--- src/rtl/laser_pkg.sv ---
// Shared constants, FSM state type and the restoring-divide step for laser_locator.
package laser_pkg;

    localparam int CAM_W    = 1280;
    localparam int CAM_H    = 960;
    localparam int COORD_W  = 11;
    localparam int SUM_W    = 32;
    localparam int CNT_W    = 21;
    localparam int X_CENTRE = 640;
    localparam int Y_CENTRE = 480;

    typedef enum logic [1:0] {
        IDLE,
        DIV_X,
        DIV_Y,
        UPDATE
    } laser_state_t;

    typedef struct packed {
        logic [SUM_W-1:0] rem;
        logic [SUM_W-1:0] quo;
    } div_step_t;

    // One restoring step: the partial remainder stays below the divisor, so the
    // shifted value needs one extra bit; a zero divisor yields all-ones.
    function automatic div_step_t div_step(input logic [SUM_W-1:0] rem,
                                           input logic [SUM_W-1:0] quo,
                                           input logic [SUM_W-1:0] div);
        div_step_t      res;
        logic [SUM_W:0] shifted;
        shifted = {rem, quo[SUM_W-1]};
        if (shifted >= {1'b0, div}) begin
            res.rem = SUM_W'(shifted - {1'b0, div});
            res.quo = {quo[SUM_W-2:0], 1'b1};
        end else begin
            res.rem = shifted[SUM_W-1:0];
            res.quo = {quo[SUM_W-2:0], 1'b0};
        end
        return res;
    endfunction

endpackage

--- src/rtl/laser_locator_if.sv ---
// Pixel-stream and centroid-result bundle between the camera side and laser_locator.
interface laser_locator_if #(
    parameter int PIX_W = 8
);
    import laser_pkg::*;

    logic                 Pix_Valid;
    logic [PIX_W-1:0]     Pix_R;
    logic [PIX_W-1:0]     Pix_G;
    logic [PIX_W-1:0]     Pix_B;
    logic [COORD_W-1:0]   Pix_X;
    logic [COORD_W-1:0]   Pix_Y;
    logic                 Frame_Done;
    logic [COORD_W-1:0]   xLaser;
    logic [COORD_W-1:0]   yLaser;
    logic                 Laser_Found;
    logic                 Coord_Valid;
    logic                 Busy;
    logic                 Overrun;

    modport master (
        output Pix_Valid, Pix_R, Pix_G, Pix_B, Pix_X, Pix_Y, Frame_Done,
        input  xLaser, yLaser, Laser_Found, Coord_Valid, Busy, Overrun
    );

    modport slave (
        input  Pix_Valid, Pix_R, Pix_G, Pix_B, Pix_X, Pix_Y, Frame_Done,
        output xLaser, yLaser, Laser_Found, Coord_Valid, Busy, Overrun
    );

endinterface

--- src/rtl/seq_divider.sv ---
// 32-bit restoring divider, one quotient bit per cycle; the first bit is
// resolved on the start edge so done pulses 32 cycles after start.
module seq_divider
    import laser_pkg::*;
(
    input  logic             clk,
    input  logic             rst_n,
    input  logic             start,
    input  logic [SUM_W-1:0] dividend,
    input  logic [SUM_W-1:0] divisor,
    output logic [SUM_W-1:0] quotient,
    output logic             done
);

    logic [SUM_W-1:0] rem_q, rem_d;
    logic [SUM_W-1:0] quo_q, quo_d;
    logic [SUM_W-1:0] div_q, div_d;
    logic [4:0]       count_q, count_d;
    logic             done_q, done_d;
    div_step_t        step;

    always_comb begin
        rem_d   = rem_q;
        quo_d   = quo_q;
        div_d   = div_q;
        count_d = count_q;
        done_d  = 1'b0;
        step    = '0;
        if (start) begin
            step    = div_step('0, dividend, divisor);
            rem_d   = step.rem;
            quo_d   = step.quo;
            div_d   = divisor;
            count_d = 5'd31;
        end else if (count_q != 5'd0) begin
            step    = div_step(rem_q, quo_q, div_q);
            rem_d   = step.rem;
            quo_d   = step.quo;
            count_d = count_q - 5'd1;
            done_d  = (count_q == 5'd1);
        end
    end

    always_ff @(posedge clk or negedge rst_n) begin
        if (!rst_n) begin
            rem_q   <= '0;
            quo_q   <= '0;
            div_q   <= '0;
            count_q <= '0;
            done_q  <= 1'b0;
        end else begin
            rem_q   <= rem_d;
            quo_q   <= quo_d;
            div_q   <= div_d;
            count_q <= count_d;
            done_q  <= done_d;
        end
    end

    assign quotient = quo_q;
    assign done     = done_q;

endmodule

--- src/rtl/laser_locator.sv ---
// Bright-red pixel centroid finder: accumulates per frame, divides X then Y.
// Define LASER_HOLD_EN to keep the previous coordinates on frames without a detection.
module laser_locator
    import laser_pkg::*;
#(
    parameter int PIX_W      = 8,
    parameter int R_THRESH   = 200,
    parameter int GB_MAX     = 120,
    parameter int MIN_PIXELS = 4,
    parameter int X_MAX      = CAM_W - 1,
    parameter int Y_MAX      = CAM_H - 1
) (
    input  logic            Clk,
    input  logic            Reset_N,
    laser_locator_if.slave  bus
);

    laser_state_t       state_q, state_d;
    logic [SUM_W-1:0]   sum_x_q, sum_x_d;
    logic [SUM_W-1:0]   sum_y_q, sum_y_d;
    logic [CNT_W-1:0]   cnt_q, cnt_d;
    logic [SUM_W-1:0]   snap_y_q, snap_y_d;
    logic [CNT_W-1:0]   snap_cnt_q, snap_cnt_d;
    logic [SUM_W-1:0]   qx_q, qx_d;
    logic [COORD_W-1:0] x_laser_q, x_laser_d;
    logic [COORD_W-1:0] y_laser_q, y_laser_d;
    logic               found_q, found_d;
    logic               coord_valid_q, coord_valid_d;
    logic               busy_q, busy_d;
    logic               overrun_q, overrun_d;

    logic               qualify;
    logic [SUM_W-1:0]   sum_x_acc, sum_y_acc;
    logic [CNT_W-1:0]   cnt_acc;
    logic               div_start, div_done;
    logic [SUM_W-1:0]   div_dividend, div_divisor, div_quotient;

    seq_divider u_div (
        .clk      (Clk),
        .rst_n    (Reset_N),
        .start    (div_start),
        .dividend (div_dividend),
        .divisor  (div_divisor),
        .quotient (div_quotient),
        .done     (div_done)
    );

    always_comb begin
        qualify = bus.Pix_Valid
               && (bus.Pix_R >= PIX_W'(R_THRESH))
               && (bus.Pix_G <= PIX_W'(GB_MAX))
               && (bus.Pix_B <= PIX_W'(GB_MAX));
        sum_x_acc = sum_x_q + (qualify ? SUM_W'(bus.Pix_X) : '0);
        sum_y_acc = sum_y_q + (qualify ? SUM_W'(bus.Pix_Y) : '0);
        cnt_acc   = (qualify && (cnt_q != {CNT_W{1'b1}})) ? cnt_q + 1'b1 : cnt_q;

        state_d       = state_q;
        sum_x_d       = sum_x_acc;
        sum_y_d       = sum_y_acc;
        cnt_d         = cnt_acc;
        snap_y_d      = snap_y_q;
        snap_cnt_d    = snap_cnt_q;
        qx_d          = qx_q;
        x_laser_d     = x_laser_q;
        y_laser_d     = y_laser_q;
        found_d       = found_q;
        coord_valid_d = 1'b0;
        busy_d        = (state_q != IDLE);
        overrun_d     = overrun_q;
        div_start     = 1'b0;
        div_dividend  = '0;
        div_divisor   = '0;

        // The pixel arriving with Frame_Done belongs to the ending frame, so the
        // snapshot takes the post-accumulation values while the sums restart at zero.
        if (bus.Frame_Done) begin
            sum_x_d = '0;
            sum_y_d = '0;
            cnt_d   = '0;
            if (state_q == IDLE) begin
                snap_y_d     = sum_y_acc;
                snap_cnt_d   = cnt_acc;
                div_start    = 1'b1;
                div_dividend = sum_x_acc;
                div_divisor  = SUM_W'(cnt_acc);
                state_d      = DIV_X;
            end else begin
                overrun_d = 1'b1;
            end
        end

        case (state_q)
            DIV_X: begin
                if (div_done) begin
                    qx_d         = div_quotient;
                    div_start    = 1'b1;
                    div_dividend = snap_y_q;
                    div_divisor  = SUM_W'(snap_cnt_q);
                    state_d      = DIV_Y;
                end
            end
            DIV_Y: begin
                if (div_done) state_d = UPDATE;
            end
            UPDATE: begin
                coord_valid_d = 1'b1;
                state_d       = IDLE;
                if (snap_cnt_q >= CNT_W'(MIN_PIXELS)) begin
                    found_d   = 1'b1;
                    x_laser_d = (qx_q > SUM_W'(X_MAX)) ? COORD_W'(X_MAX) : qx_q[COORD_W-1:0];
                    y_laser_d = (div_quotient > SUM_W'(Y_MAX)) ? COORD_W'(Y_MAX)
                                                               : div_quotient[COORD_W-1:0];
                end else begin
                    found_d = 1'b0;
`ifdef LASER_HOLD_EN
                    x_laser_d = x_laser_q;
                    y_laser_d = y_laser_q;
`else
                    x_laser_d = COORD_W'(X_CENTRE);
                    y_laser_d = COORD_W'(Y_CENTRE);
`endif
                end
            end
            default: ;
        endcase
    end

    always_ff @(posedge Clk or negedge Reset_N) begin
        if (!Reset_N) begin
            state_q       <= IDLE;
            sum_x_q       <= '0;
            sum_y_q       <= '0;
            cnt_q         <= '0;
            snap_y_q      <= '0;
            snap_cnt_q    <= '0;
            qx_q          <= '0;
            x_laser_q     <= COORD_W'(X_CENTRE);
            y_laser_q     <= COORD_W'(Y_CENTRE);
            found_q       <= 1'b0;
            coord_valid_q <= 1'b0;
            busy_q        <= 1'b0;
            overrun_q     <= 1'b0;
        end else begin
            state_q       <= state_d;
            sum_x_q       <= sum_x_d;
            sum_y_q       <= sum_y_d;
            cnt_q         <= cnt_d;
            snap_y_q      <= snap_y_d;
            snap_cnt_q    <= snap_cnt_d;
            qx_q          <= qx_d;
            x_laser_q     <= x_laser_d;
            y_laser_q     <= y_laser_d;
            found_q       <= found_d;
            coord_valid_q <= coord_valid_d;
            busy_q        <= busy_d;
            overrun_q     <= overrun_d;
        end
    end

    assign bus.xLaser      = x_laser_q;
    assign bus.yLaser      = y_laser_q;
    assign bus.Laser_Found = found_q;
    assign bus.Coord_Valid = coord_valid_q;
    assign bus.Busy        = busy_q;
    assign bus.Overrun     = overrun_q;

endmodule

--- src/flat_wrapper.sv ---
// flat-port wrapper written by rule: the top's interface ports become plain ports
module laser_locator_flat import laser_pkg::*;
#(
    parameter int PIX_W      = 8,
    parameter int R_THRESH   = 200,
    parameter int GB_MAX     = 120,
    parameter int MIN_PIXELS = 4,
    parameter int X_MAX      = CAM_W - 1,
    parameter int Y_MAX      = CAM_H - 1
)
  (Clk, Reset_N, bus_Pix_Valid, bus_Pix_R, bus_Pix_G, bus_Pix_B, bus_Pix_X, bus_Pix_Y, bus_Frame_Done, bus_xLaser, bus_yLaser, bus_Laser_Found, bus_Coord_Valid, bus_Busy, bus_Overrun);
  laser_locator_if #(.PIX_W(PIX_W)) bus_i ();
  input  logic Clk;
  input  logic Reset_N;
  input wire logic [$bits(bus_i.Pix_Valid)-1:0] bus_Pix_Valid;
  input wire logic [$bits(bus_i.Pix_R)-1:0] bus_Pix_R;
  input wire logic [$bits(bus_i.Pix_G)-1:0] bus_Pix_G;
  input wire logic [$bits(bus_i.Pix_B)-1:0] bus_Pix_B;
  input wire logic [$bits(bus_i.Pix_X)-1:0] bus_Pix_X;
  input wire logic [$bits(bus_i.Pix_Y)-1:0] bus_Pix_Y;
  input wire logic [$bits(bus_i.Frame_Done)-1:0] bus_Frame_Done;
  output wire logic [$bits(bus_i.xLaser)-1:0] bus_xLaser;
  output wire logic [$bits(bus_i.yLaser)-1:0] bus_yLaser;
  output wire logic [$bits(bus_i.Laser_Found)-1:0] bus_Laser_Found;
  output wire logic [$bits(bus_i.Coord_Valid)-1:0] bus_Coord_Valid;
  output wire logic [$bits(bus_i.Busy)-1:0] bus_Busy;
  output wire logic [$bits(bus_i.Overrun)-1:0] bus_Overrun;
  assign bus_i.Pix_Valid = bus_Pix_Valid;
  assign bus_i.Pix_R = bus_Pix_R;
  assign bus_i.Pix_G = bus_Pix_G;
  assign bus_i.Pix_B = bus_Pix_B;
  assign bus_i.Pix_X = bus_Pix_X;
  assign bus_i.Pix_Y = bus_Pix_Y;
  assign bus_i.Frame_Done = bus_Frame_Done;
  assign bus_xLaser = bus_i.xLaser;
  assign bus_yLaser = bus_i.yLaser;
  assign bus_Laser_Found = bus_i.Laser_Found;
  assign bus_Coord_Valid = bus_i.Coord_Valid;
  assign bus_Busy = bus_i.Busy;
  assign bus_Overrun = bus_i.Overrun;
  laser_locator #(.PIX_W(PIX_W), .R_THRESH(R_THRESH), .GB_MAX(GB_MAX), .MIN_PIXELS(MIN_PIXELS), .X_MAX(X_MAX), .Y_MAX(Y_MAX)) u_core (.Clk(Clk), .Reset_N(Reset_N), .bus(bus_i));
endmodule
--- config.mk ---
export PLATFORM = sky130hd
export DESIGN_NAME = laser_locator_flat
export DESIGN_NICKNAME = d
export VERILOG_FILES = /design/src/rtl/laser_pkg.sv /design/src/rtl/laser_locator_if.sv /design/src/rtl/seq_divider.sv /design/src/rtl/laser_locator.sv /design/src/flat_wrapper.sv
export SDC_FILE = /design/constraint.sdc
export NUM_CORES = 1
export LEC_CHECK = 0
export CAP_MARGIN = 20
export CORE_MARGIN = 10
export CORE_UTILIZATION = 60
export CTS_CLUSTER_SIZE = 20
export DETAILED_ROUTE_END_ITERATION = 12
export PLACE_DENSITY_LB_ADDON = 0.08
export SKIP_CTS_REPAIR_TIMING = 1
export SYNTH_ARGS = -nofsm -noshare
export SYNTH_HDL_FRONTEND = slang
export SYNTH_SLANG_ARGS = --single-unit
--- constraint.sdc ---
create_clock -name Clk -period 5.2 [get_ports Clk]
set_clock_uncertainty 0.2 [all_clocks]
set_input_delay 1.04 -clock Clk [delete_from_list [all_inputs] [get_ports Clk]]
set_output_delay 1.04 -clock Clk [all_outputs]
set_load 0.005 [all_outputs]
* Yosys cells after proc, flatten, opt, wreduce, memory -nomap -nowiden
Index checks and enable logic that the tools add are counted.
** Cells by class
- $add $sub $neg :: 6
- Order comparisons :: 8
- Equality and inequality tests :: 5
- Mux-type cells :: 39
- Bitwise logic cells :: 1
- Reduce and logical (&&, ||, !) cells :: 11
** Operators with widths (number)
- 2-to-1 mux 32 bit :: 13
- 2-to-1 mux 64 bit :: 2
- 2-to-1 mux 11 bit :: 6
- adder 32 bit :: 2
- 2-to-1 mux 21 bit :: 3
- >= comparator 33 x 32 -> 1 bit :: 1
- >= comparator 1 x 32 -> 1 bit :: 1
- greater-than comparator 32 x 10 -> 1 bit, second input constant :: 1
- greater-than comparator 32 x 11 -> 1 bit, second input constant :: 1
- subtractor 1 x 32 -> 32 bit :: 1
- subtractor 32 bit :: 1
- adder 21 x 1 -> 21 bit, second input constant :: 1
- >= comparator 21 x 3 -> 1 bit, second input constant :: 1
- != test 21 bit, second input constant :: 1
- <= comparator 8 x 7 -> 1 bit, second input constant :: 2
- 2-to-1 mux 5 bit :: 2
- >= comparator 8 bit, second input constant :: 1
- 2-to-1 mux 1 bit :: 8
- 2-to-1 mux 2 bit :: 4
- case mux 2 bit (3 select lines) :: 1
- AND reduction 2 bit :: 3
- == test 5 x 1 -> 1 bit, second input constant :: 1
- nonzero test 5 bit :: 1
- subtractor 5 x 1 -> 5 bit, second input constant :: 1
- other kinds (6) :: 11
** Word-level totals
- Register bits :: 300
- Input bits :: 50
- Output and inout port bits :: 26
- Logic and storage cells :: 88

* Depth between registers and ports, before layout
- Depth after elaboration :: 13
- Gate-level depth with buffers :: 27
- Gate-level depth less buffers :: 24

* Hierarchy
A second synthesis with hierarchy kept.
** Unflattened totals
- Cells, all modules :: 1928
- Area, all modules :: 16901.2 µm²
** By module, submodules not included
- laser_locator :: times used 1, cells an instance 1168, area an instance 10243.6 µm², sequential area each 4962.3 µm²
- seq_divider :: times used 1, cells an instance 760, area an instance 6657.6 µm², sequential area each 2552.4 µm²

* Least setup slack after synthesis
OpenSTA, ideal clock, no wires.
- Path type :: input to register
- From :: input bus_Pix_B[0]
- To :: register u_core.u_div.rem_q[19]
- Setup time :: 0.065 ns
- Data arrival time :: 5.823 ns
- Data required time :: 4.935 ns
- Slack :: -0.888 ns
- Stages on the path :: 25
- Path buffers :: 2
- Cell sequence :: nor3_1 -> nor2_1 -> nor4_4 -> clkbuf_1 -> clkbuf_1 -> and2_1 -> ha_1 -> a21o_1 -> a211oi_1 -> or2_2 -> a31oi_1 -> and3_1 -> nand3_1 -> xor2_1 -> a2bb2oi_1 -> ha_1 -> inv_1 -> ha_1 -> a21oi_1 -> nor3_1 -> o311a_1 -> o2111ai_1 -> nor4_4 -> a21boi_4 -> o22a_1
** Between the ends
- Cells in the longest elaborated chain, start to end :: 11
- Elaborated cells between the ends (all ways) :: 18
- Those cells by class :: add/sub: 2; order compare: 2; mux: 12; reduce/logical: 2
** Ends and longest elaborated chain
- start: declaration :: RTL line flat_wrapper.sv:18 : input wire logic [$bits(bus_i.Pix_B)-1:0] bus_Pix_B;
- <= comparator 8 x 7 -> 1 bit * :: RTL line laser_locator.sv:52 : && (bus.Pix_B <= PIX_W'(GB_MAX));
- logical AND 1 bit * :: RTL line laser_locator.sv:52
- 2-to-1 mux 11 bit or logical AND 1 bit (tied branches) :: RTL line laser_locator.sv:53, laser_locator.sv:55
- adder 32 bit or 2-to-1 mux 21 bit (tied branches) :: RTL line laser_locator.sv:53, laser_locator.sv:55
- 2-to-1 mux 32 bit or 2-to-1 mux 21 bit (tied branches) :: RTL line laser_locator.sv:80 : if (state_q == IDLE) begin
- 2-to-1 mux 32 bit :: RTL line laser_locator.sv:76 : if (bus.Frame_Done) begin
- 2-to-1 mux 32 bit :: RTL line laser_locator.sv:94 : if (div_done) begin
- 2-to-1 mux 32 bit :: RTL line laser_locator.sv:92 : case (state_q)
- subtractor 1 x 32 -> 32 bit or >= comparator 1 x 32 -> 1 bit (tied branches) :: RTL line laser_pkg.sv:33, laser_pkg.sv:32
- 2-to-1 mux 64 bit * :: RTL line laser_pkg.sv:32 : if (shifted >= {1'b0, div}) begin
- 2-to-1 mux 32 bit * :: RTL line seq_divider.sv:29 : if (start) begin
- end signal: assignment :: RTL line seq_divider.sv:52 : rem_q <= rem_d;
- end: declaration :: RTL line seq_divider.sv:15 : logic [SUM_W-1:0] rem_q, rem_d;
Mark *: on every way between the ends. The rest lies on a longest branch, timed or not.
A chain may end at the register's enable or synchronous reset.

* Worst setup path in the final report
- From :: input bus_Pix_B[2]
- To :: register u_core.u_div.rem_q[8]
Same word-level chain as after synthesis.

==> run summary <==
PnR worst setup slack -> 0.200 ns
crit path capture type -> register
final hold viol count -> 0
crit start category -> primary input
remaining antenna violation count -> 0
Final #Nets -> 1838
clock slew at reported path FFs -> 0.06 ns
FF+latch count, synth -> 289
chip width -> 178 um
core area -> 0.0245 mm2
simple-gate share of the synthesized area -> 0.202
post-synthesis cell area -> 0.0150 mm2
post-synth cell types -> 69
pre-CTS setup slack -> -0.962 ns
Crit path depth -> 26
max-cap viol count -> 0
worst setup path start -> bus_Pix_B[2]
synth warn -> 0
Top Ports -> 76
H-tree levels -> 1
DRC -> 0
CP top delay family -> compound AO/OA/AOI/OAI gates
EDFF count, synth -> 0
synthesized net count -> 1756
reg2reg path depth -> 17
DR vias -> 12400
largest net degree at the start of global routing -> 105
Seq/Total Area, Yosys -> 0.482
FF-to-FF setup slack -> 1.07 ns
number of global-route vias before repair -> 12000
R2R Path End -> u_core.u_div.rem_q[5]$_DFFE_PN0P_
CP endpoint -> u_core.u_div.rem_q[8]$_DFFE_PN0P_
HP Class -> register to register
worst hold start -> u_core.bus.Overrun$_DFFE_PN0P_
WP data required -> 5.45 ns
worst skew pair latency -> 0.57 ns
final non-filler cell total -> 2081
ranking of synthesized cells by area -> dfrtp_1, nand2_1, o21ai_0, nor2_1, ha_1
main flop type after synthesis -> dfrtp_1
CTS tree -> built
Total GRT Usage -> 0.231
Crit Path Max Fanout -> 8
die height -> 178 um
Clock Tree Buf Depth -> 3
multiplexer share of the synthesized area -> 0.00667
Async S/R FF share, synth -> 1.00
Inst Count DP -> 2021
PortBufs -> 72
n_diodes -> 0
Leakage -> 7.98 nW
count leader, synth -> dfrtp_1
Synth Area in XOR/XNOR -> 0.0612
post-synthesis cell type with the largest combined area -> dfrtp_1
worst path arrival time -> 5.25 ns
Vias/cell -> 5.95
initial antenna violation count -> 0
Slew HR -> 0.371
CP max stage cell -> o311a_1
FF-to-FF Start -> u_core.cnt_q[0]$_DFF_PN0_
Mapped Cells -> 1654
Final GP Congestion -> 0.901
DRT Pass-1 Iters -> 5
Synth Area per Inst -> 9.08 um2
worst slew pin tran -> 0.944 ns
root buffer cell -> clkbuf_16
Compound-Gate Fraction of Synth Area -> 0.169
Routed WL -> 37.3 mm
initial core utilization -> 0.614
die area -> 0.0318 mm2
P per Cell Area -> 474 mW/mm2
setup violators final -> 0
row count -> 57
CP Class -> primary input to register
fmax -> 200 MHz
outcome -> finished clean
largest family of logic cells by synthesized area -> simple AND/OR/NAND/NOR gates
share of layout cells above drive strength 1 -> 0.0990
synth cell count leaders -> dfrtp_1, nand2_1, nor2_1
pins over their slew limit -> 0
Num CTS Buffers -> 30
post-DP HPWL -> 26.0 mm
wire length per cell -> 17.9 um
P&R area growth vs syn -> 17.5%
Post-Synth Adder-Cell Area -> 0.0448
final period utilization -> 0.962
Max VDD drop -> 0.264 mV
worst path bufs/invs -> 5
slowest stage delay, CP -> 0.35 ns
Synth top area share -> 0.472
CTS sink cnt -> 289
first-pass GRT wire length -> 60.7 mm
initial drt markers -> 1146
Remaining Overflow, GRT -> 0
crit path time final -> 5.00 ns
worst min path at each step:
stage	endpoint	slack (ns)	cells past startpoint
CTS	u_core.bus.Overrun$_DFFE_PN0P_	0.26	1
floorplan	u_core.qx_q[27]$_DFFE_PN0P_	0.24	2
global route	u_core.bus.Overrun$_DFFE_PN0P_	0.28	1
detailed placement	u_core.bus.Overrun$_DFFE_PN0P_	0.25	1
global placement	u_core.bus.Overrun$_DFFE_PN0P_	0.24	1
finish	u_core.bus.Overrun$_DFFE_PN0P_	0.26	1
report_power, final:
| group | switching [W] | internal (W) | total, W |
|---|---|---|---|
| clock network | 0.000881 | 0.00128 | 0.00217 |
| registers | 0.000444 | 0.00276 | 0.00320 |
| logic | 0.00167 | 0.00132 | 0.00299 |
| total | 0.00299 | 0.00536 | 0.00836 |
cells by family (layout without fill, tap and decap cells):
| family | Yosys count | count (layout) |
|---|---|---|
| compound gates | 404 | 405 |
| xor+xnor | 105 | 105 |
| fa+ha+maj | 52 | 52 |
| buf+inv | 133 | 235 |
| flops | 289 | 289 |
| mux | 10 | 10 |
| simple gates | 661 | 661 |
sequential cells by signal (all words and copies together) (netlist names):
name	flops
u_core.bus.xLaser	11
u_core.bus.Laser_Found	1
u_core.bus.Coord_Valid	1
u_core.snap_y_q	32
u_core.qx_q	32
u_core.bus.yLaser	11
u_core.sum_x_q	32
u_core.snap_cnt_q	21
u_core.sum_y_q	32
u_core.bus.Overrun	1
u_core.u_div.count_q	5
u_core.u_div.quotient	32
u_core.state_q	2
u_core.cnt_q	21
u_core.u_div.done	1
u_core.u_div.rem_q	32
u_core.u_div.div_q	21
u_core.bus.Busy	1
cell usage in the layout, fill, tap and decap left out, types with 15 or more instances in the layout:
cell	count
dfrtp_1	283
o211ai_1	21
o21a_1	17
a21oi_1	91
nand2_1	272
nand3_1	39
a31oi_1	15
a21o_1	27
clkdlybuf4s50_1	48
dlymetal6s2s_1	20
nor4_1	16
nor3_1	26
ha_1	41
clkbuf_16	30
o21ai_0	136
and3_1	19
xnor2_1	60
nand4_1	25
inv_1	44
nor2_1	166
xor2_1	44
and2_1	25
buf_4	59
o22a_1	21
layout make-up:
class / count / area, um2
Tap cell: 324 / 405
Fill cell: 1851 / 6820
Sequential cell: 289 / 7240
Multi-Input combinational cell: 1233 / 7520
Inverter: 45 / 169
Timing Repair Buffer: 137 / 1290
Clock buffer: 44 / 893
Clock inverter: 9 / 123
metrics by stage:
step	setup TNS [ns]	utilization	instance area [um2]	total power, W	hold WS [ns]
6_report	0	0.721	17600	0.00836	0.259
4_1_cts	-9.24	0.714	17500	0.00836	0.262
2_1_floorplan	-10.45	-	15200	0.00530	0.237
3_3_place_gp	-24.26	0.672	16400	0.00608	0.240
3_5_place_dp	-30.14	0.672	16400	0.00617	0.248
5_1_grt	-0.141	0.721	17600	0.00893	0.283
layer usage:
metal  track usage  vias up  wire length (um)
li1              -     5935                 -
met1         0.339     5982             17400
met2         0.348      408             16300
met3        0.0490       48              3050
met4        0.0468        0               507
met5             0        -                 0
worst register-to-register path, cell delays in order (launching register included):
cell,delay [ns]
dfrtp_1,0.40
ha_1,0.25
nand4_1,0.18
nor3_2,0.40
nand2b_4,0.19
nand2_1,0.19
mux2i_1,0.33
o21ai_0,0.25
inv_1,0.20
ha_4,0.17
a21oi_2,0.04
nor3_2,0.10
o311a_1,0.18
o2111ai_2,0.16
nor4_4,0.28
buf_4,0.22
o21ai_4,0.09
a31oi_1,0.20
Note: power is estimated with default switching activity, not from simulation.
